`src/rtl/secuencia_generador_pkg.sv`:
```
// Shared types and helpers for the serial pattern generator and its detector peer.
// Provides the FSM state encoding, the default idle line level and a constant clog2.
package secuencia_generador_pkg;

  typedef enum logic [1:0] {
    S_IDLE = 2'd0,
    S_SEND = 2'd1,
    S_FIN  = 2'd2
  } sg_state_t;

  localparam logic IDLE_LEVEL_DEF = 1'b0;

  // Never returns less than 1 so it can size a counter for any value.
  function automatic int sg_clog2(input int value);
    int r;
    r = 1;
    for (int i = 1; i < 31; i++) begin
      if ((1 << i) < value) r = i + 1;
    end
    return r;
  endfunction

endpackage

```
`src/rtl/secuencia_tick.sv`:
```
// Bit-time prescaler: counts 0..DIV-1 while enabled and pulses tick on terminal count.
// clr has priority over en and returns the count to zero.
module secuencia_tick
  import secuencia_generador_pkg::*;
#(
  parameter int DIV = 2
) (
  input  logic clk,
  input  logic rst_n,
  input  logic en,
  input  logic clr,
  output logic tick
);

  localparam int CW = sg_clog2(DIV);

  logic [CW-1:0] cnt_q, cnt_d;
  logic          terminal;

  assign terminal = (cnt_q == CW'(DIV - 1));
  assign tick     = en & terminal;

  always_comb begin
    cnt_d = cnt_q;
    if (clr) begin
      cnt_d = '0;
    end else if (en) begin
      cnt_d = terminal ? '0 : cnt_q + CW'(1);
    end
  end

  always_ff @(posedge clk or negedge rst_n) begin
    if (!rst_n) begin
      cnt_q <= '0;
    end else begin
      cnt_q <= cnt_d;
    end
  end

endmodule

```
`src/rtl/secuencia_generador.sv`:
```
// Serial pattern transmitter: shifts a LEN-bit pattern out on w, MSB first, DIV cycles per bit,
// then pulses done. SECUENCIA_GEN_PARITY_EN appends one even-parity bit time to every frame.
module secuencia_generador
  import secuencia_generador_pkg::*;
#(
  parameter int             LEN        = 4,
  parameter logic [LEN-1:0] PATTERN    = 4'b1011,
  parameter int             DIV        = 1,
  parameter logic           IDLE_LEVEL = IDLE_LEVEL_DEF
) (
  input  logic                          clk,
  input  logic                          reset,
  input  logic                          start,
  input  logic                          load,
  input  logic [LEN-1:0]                pat_in,
  output logic                          w,
  output logic                          busy,
  output logic                          done,
  output logic [sg_clog2(LEN+1)-1:0]    bit_idx
);

  localparam int IDX_W = sg_clog2(LEN + 1);
`ifdef SECUENCIA_GEN_PARITY_EN
  localparam int FRAME_BITS = LEN + 1;
`else
  localparam int FRAME_BITS = LEN;
`endif

  sg_state_t      state_q, state_d;
  logic [LEN-1:0] pat_q, pat_d;
  logic [LEN-1:0] shreg_q, shreg_d;
  logic           w_q, w_d;
  logic           busy_q, busy_d;
  logic           done_q, done_d;
  logic [IDX_W-1:0] idx_q, idx_d;
  logic           tick;
`ifdef SECUENCIA_GEN_PARITY_EN
  logic           par_q, par_d;
`endif

  // With DIV=1 every SEND cycle is a bit boundary, so no prescaler is built.
  generate
    if (DIV > 1) begin : g_presc
      secuencia_tick #(.DIV(DIV)) u_tick (
        .clk   (clk),
        .rst_n (reset),
        .en    (state_q == S_SEND),
        .clr   (state_q != S_SEND),
        .tick  (tick)
      );
    end else begin : g_no_presc
      assign tick = 1'b1;
    end
  endgenerate

  always_comb begin
    state_d = state_q;
    pat_d   = pat_q;
    shreg_d = shreg_q;
    w_d     = w_q;
    busy_d  = busy_q;
    done_d  = 1'b0;
    idx_d   = idx_q;
`ifdef SECUENCIA_GEN_PARITY_EN
    par_d   = par_q;
`endif
    case (state_q)
      S_IDLE: begin
        w_d    = IDLE_LEVEL;
        busy_d = 1'b0;
        idx_d  = '0;
        if (load) pat_d = pat_in;
        // The frame launches from the pattern held before any same-cycle load.
        if (start) begin
          state_d = S_SEND;
          shreg_d = pat_q;
          w_d     = pat_q[LEN-1];
          busy_d  = 1'b1;
`ifdef SECUENCIA_GEN_PARITY_EN
          par_d   = ^pat_q;
`endif
        end
      end
      S_SEND: begin
        if (tick) begin
          if (idx_q == IDX_W'(FRAME_BITS - 1)) begin
            state_d = S_FIN;
            w_d     = IDLE_LEVEL;
            busy_d  = 1'b0;
            idx_d   = '0;
            done_d  = 1'b1;
          end else begin
            shreg_d = shreg_q << 1;
            idx_d   = idx_q + IDX_W'(1);
            w_d     = shreg_q[LEN-2];
`ifdef SECUENCIA_GEN_PARITY_EN
            if (idx_q == IDX_W'(LEN - 1)) w_d = par_q;
`endif
          end
        end
      end
      S_FIN: begin
        state_d = S_IDLE;
      end
      default: begin
        state_d = S_IDLE;
        w_d     = IDLE_LEVEL;
        busy_d  = 1'b0;
        idx_d   = '0;
      end
    endcase
  end

  always_ff @(posedge clk or negedge reset) begin
    if (!reset) begin
      state_q <= S_IDLE;
      pat_q   <= PATTERN;
      shreg_q <= '0;
      w_q     <= IDLE_LEVEL;
      busy_q  <= 1'b0;
      done_q  <= 1'b0;
      idx_q   <= '0;
`ifdef SECUENCIA_GEN_PARITY_EN
      par_q   <= 1'b0;
`endif
    end else begin
      state_q <= state_d;
      pat_q   <= pat_d;
      shreg_q <= shreg_d;
      w_q     <= w_d;
      busy_q  <= busy_d;
      done_q  <= done_d;
      idx_q   <= idx_d;
`ifdef SECUENCIA_GEN_PARITY_EN
      par_q   <= par_d;
`endif
    end
  end

  assign w       = w_q;
  assign busy    = busy_q;
  assign done    = done_q;
  assign bit_idx = idx_q;

endmodule

```
`config.mk`:
```
export PLATFORM = sky130hd
export DESIGN_NAME = secuencia_generador
export DESIGN_NICKNAME = d
export VERILOG_FILES = /design/src/rtl/secuencia_generador_pkg.sv /design/src/rtl/secuencia_tick.sv /design/src/rtl/secuencia_generador.sv
export SDC_FILE = /design/constraint.sdc
export NUM_CORES = 1
export LEC_CHECK = 0
export BUFFER_PORTS_ARGS = -buffer_cell sky130_fd_sc_hd__buf_4
export CORE_AREA = 2 2 39 41
export CTS_CLUSTER_DIAMETER = 120
export CTS_CLUSTER_SIZE = 14
export DETAILED_ROUTE_END_ITERATION = 16
export DIE_AREA = 0 0 41 43
export PLACE_DENSITY = 0.83
export SYNTH_ARGS = -nofsm -noshare
export SYNTH_HDL_FRONTEND = slang
export SYNTH_HIERARCHICAL = 1
export SYNTH_SLANG_ARGS = --single-unit
```
`constraint.sdc`:
```
create_clock -name clk -period 2.4 [get_ports clk]
set_input_delay 0.12 -clock clk [delete_from_list [all_inputs] [get_ports clk]]
set_output_delay 0.12 -clock clk [all_outputs]
set_load 0.01 [all_outputs]
```
# Yosys cells after proc, flatten, opt, wreduce, memory -nomap -nowiden

Cells that the tools add are included.

Register bits: 15
Input bits: 8

Reduce and logical (&&, ||, !) cells: 6
Equal/unequal tests: 6
Add/subtract/negate cells: 1
Bitwise logic cells: 1
Multiplexer cells: 16

Operators with widths:

| cell                  | count |
|---|---|
| $pmux W3 S2           | 2 |
| $mux W3               | 3 |
| $mux W1               | 6 |
| $ne A2 B2 Y1 const B  | 3 |
| $pmux W1 S3           | 2 |
| $reduce_and A2 Y1     | 3 |
| $mux W2               | 2 |
| $pmux W2 S2           | 1 |
| $add A3 B1 Y3 const B | 1 |
| $eq A3 B2 Y1 const B  | 1 |
| $reduce_and A3 Y1     | 1 |
| $eq A2 B1 Y1 const B  | 1 |
| $eq A2 B2 Y1 const B  | 1 |
| $logic_not A2 Y1      | 1 |
| $reduce_bool A2 Y1    | 1 |
| $not A1 Y1            | 1 |

# Longest topological paths before layout

Depth in word-level cells: 3
Mapped depth: 5

# Least setup slack after synthesis

OpenSTA, ideal clock, no wires.

Path kind: reg-to-reg
Start: register idx_q[0] (netlist: bit_idx[0])
End: register shreg_q[1]
Cell stages (with the launch flop): 6
Setup slack: 0.792 ns
Setup time: 0.125 ns
Data required time: 2.275 ns
Arrival time: 1.484 ns
Path buffers: 1
Cell sequence: dfrtp_1 -> ha_1 -> nor2b_4 -> buf_6 -> a211oi_4 -> mux2_2

Word-level cells in the longest chain between the ends: 3

Ends and longest elaborated chain:

| what                               | line                       | text |
|---|---|---|
| from (decl)                        | secuencia_generador.sv:35  | `logic [IDX_W-1:0] idx_q, idx_d;` |
| from (signal assigned)             | secuencia_generador.sv:133 | `idx_q <= idx_d;` |
| $eq A3 B2 Y1                       | secuencia_generador.sv:86  | `if (idx_q == IDX_W'(FRAME_BITS - 1)) begin` |
| $ne A2 B2 Y1 (no source line)      | --                         |  |
| $reduce_and A3 Y1 (no source line) | --                         |  |
| to (signal assigned)               | secuencia_generador.sv:129 | `shreg_q <= shreg_d;` |
| to (decl)                          | secuencia_generador.sv:31  | `logic [LEN-1:0] shreg_q, shreg_d;` |

No other way between the ends.
A chain may end at the register's enable or synchronous reset.

# Final worst setup path

Start: register state_q[0]
End: register shreg_q[2]

Word-level cells in the longest chain between the ends: 3

Ends and longest elaborated chain:

| what                                                                | line                       | text |
|---|---|---|
| from (decl)                                                         | secuencia_generador.sv:29  | `sg_state_t state_q, state_d;` |
| from (signal assigned)                                              | secuencia_generador.sv:127 | `state_q <= state_d;` |
| $eq A2 B1 Y1 or $logic_not A2 Y1 (tied branches)                    | secuencia_generador.sv:67  | `case (state_q)` |
| $ne A2 B2 Y1 (no source line) or $reduce_bool A2 Y1 (tied branches) | --                         |  |
| $reduce_and A3 Y1 (no source line)                                  | --                         |  |

Parallel ways exist; a longest one is shown, timed or not.

==> metrics.md <==
| Metric | Value |
|---|---|
| Outcome | completed |
| DP Worst Slack | 749 ps |
| Ratio of cells with drive above 1 in the final layout | 0.426 |
| Final Instance Area | just over 800 sq um |
| Crit path launch | state_q[0]$_DFFE_PN0P_ |
| Count of different cell masters after synthesis | 24 |
| Hold Fails Final Rpt | 0 |
| Cell Chain, Critical Path | nor2b_2 > mux2_2 > mux2_2 |
| Top Ports | 14 |
| Worst Hold Class | input pin to flop |
| Final #Nets | 78 |
| Core ar. | between 1000 and 1500 sq um |
| Crit path capture type | flop |
| Slowest cell on crit path | dfrtp_1 |
| Layout Skew | 1.53 ps |
| Die W | 41 um |
| Clock Latency Late Sink | between 200 and 300 ps |
| H-tree depth | 1 |
| FF-to-FF End | shreg_q[2]$_DFFE_PN0P_ |
| Hold depth | 2 |
| Placer Congestion | 0.777 |
| Slew headroom | 0.714 |
| Worst VDD drop | 0.000583 V |
| Critical Path End | shreg_q[2]$_DFFE_PN0P_ |
| Via density | 5.44 |
| First-pass DRT Iterations | 2 |
| Clock-pin slew on the worst setup and hold paths | 90 ps |
| GR Overflow Total | 0 |
| Die Area | between 1500 and 2000 sq um |
| Slew @ Worst Pin | 429 ps |
| Worst r2r path cells | 3 |
| Minimum hold slack | 45.4 ps |
| Antenna-violating nets left | 0 |
| Post-Syn Area | about 710 sq um |
| Vias in the first global route | 470 |
| First-pass GRT wire length | 2.01 mm |
| Hold Startpoint | pat_in[2] |
| CTS tree | yes |
| DP HPWL | 863 um |
| Net count after synthesis | 62 |
| Unrepaired setup endpoints after global routing | no |
| Crit path top cell by count | mux2_2 |
| Antenna diodes | 0 |
| Layout area overhead | 16.9% |
| Post-CTS Setup Inserts | 0 |
| Final period utilization | 0.683 |
| Gr usage total | 0.173 |
| Kind of critical path | flop to flop |
| Fin crit period | 1640 ps |
| DRC | 0 |
| Clock sink count | 15 |
| Die Y | ~43 um |
| CTS Buffer Depth | 2 |
| Vias | 457 |
| Max Slew Vio Count | 0 |
| Reg-to-reg startpoint | state_q[0]$_DFFE_PN0P_ |
| Worst Path Arrival | 1820 ps |
| Largest net degree at the start of global routing | 16 |
| Placed Instance Area | 793 sq um |
| Synth warn | 6 |
| CTS Hold Bufs | 1 |
| Startpoint types | flop |
| Mean Syn Cell Area | ~13 sq um |
| DRT Wirelength | 1.11 mm |
| Final Setup Violations | 0 |
| Finished Layout Cells | 84 |
| Reg-to-reg slack, setup | 760 ps |
| Seq/Total Area, Yosys | 0.534 |
| Critical path data required time | 2580 ps |
| Worst-path fanout max | 12 |
| Setup ws final | between 700 and 800 ps |
| Drt first-iter violations | 4 |
| CTS Buf Count | 3 |
| Max-cap viol count | 0 |
| Seq cells post-synth | 15 |
| Port Buffers | 13 |
| DR WL/cell | about 13 um |
| Slowest stage delay, CP | 620 ps |
| Cell Pwr Density | 1160 nW/um^2 |
| Site Rows | 14 |
| Root Buffer | clkbuf_4 |
| Dpl cells | 79 |
| Setup TNS | 0 ps |
| Cts repair resizes | 0 |
| Cell count after synthesis | 53 |
| P_leak | ~0.00038 uW |
| Initial Util | 0.513 |
| FMAX | a little over 600 MHz |
| Initial antenna violation count | 0 |
==> report_power, final <==
group,internal (uW),switching (uW),total (uW)
combinational,213,141,354
sequential,369,92.3,461
clock,64.6,82.4,147
==> critical path: cells and delay by family (launching register included) <==
kind             cells  cell delay [ps]
DFF                  1              620
muxes                2              610
and+or+nand+nor      1              310
==> metal layers <==
metal	up-vias	part of all wire	GRT usage
li1	220	-	-
met3	4	0.053	0.0314
met2	14	0.49	0.259
met4	0	0.029	0.100
met5	-	0	0
met1	219	0.42	0.225
==> cell usage in the layout, fill, tap and decap left out, types with 2 or more instances in the layout <==
cell and instances:
clkbuf_4 3, o22ai_1 2, and2_2 2, dfstp_2 3
nand2_1 3, nor2b_1 2, dfrtp_1 12, mux2_1 4
buf_4 13, a21oi_1 2, mux2_2 4, nor2_1 3
==> cells by family (layout without fill, tap and decap cells) <==
kind of cell             count (synthesis)  count (layout)  synth area share
multiplexers                             8               8             0.127
flip-flops                              15              15             0.534
buffers and inverters                    4              19            0.0529
AO/OA/AOI/OAI                           11              11             0.131
adder cells (fa/ha/maj)                  1               1            0.0176
AND/OR/NAND/NOR                         14              14             0.138
==> worst min path at each step <==
stage | to | slack [ps]
after floorplan | bit_idx[0]$_DFFE_PN0P_ | -180
after global placement | bit_idx[0]$_DFFE_PN0P_ | -20
after detailed placement | bit_idx[0]$_DFFE_PN0P_ | -20
after CTS | pat_q[2]$_DFFE_PN0P_ | 50
after global routing | pat_q[1]$_DFFE_PN1P_ | 50
final | pat_q[2]$_DFFE_PN0P_ | 50
==> cell usage after synthesis, drive strengths merged <==
cell,instances,area share
inv,1,0.0053
ha,1,0.018
a32o,1,0.014
mux2,8,0.13
nand2,3,0.016
dfstp,3,0.11
a21oi,2,0.014
nand2b,1,0.0088
o31ai,1,0.011
buf,3,0.048
o22ai,2,0.018
a211oi,1,0.028
nor2b,4,0.049
nor2,3,0.016
dfrtp,12,0.42
nor3b,1,0.026
o21a,1,0.011
and2,2,0.021
a22oi,1,0.011
o32ai,1,0.012
a2bb2oi,1,0.012
==> area by class of cell <==
type                            count  area, sq um
Fill cell                         125          554
Sequential cell                    15          379
Multi-Input combinational cell     34          293
Timing Repair Buffer               14          108
Clock buffer                        4         26.3
Tap cell                           16         20.0
Inverter                            1         3.75
==> stage by stage <==
| step | utilization | power, uW |
|---|---|---|
| finish | 0.599 | 961 |
| global placement | 0.573 | 809 |
| floorplan | - | 744 |
| global route | 0.599 | 1030 |
| detailed placement | 0.573 | 830 |
| CTS | 0.599 | 976 |
==> registers in the layout, summed over array words and instances (netlist names) <==
signal and count:
done 1, bit_idx 3, shreg_q 3, pat_q 4, busy 1, w 1
state_q 2
No activity file was read; power rests on OpenSTA's default activity.
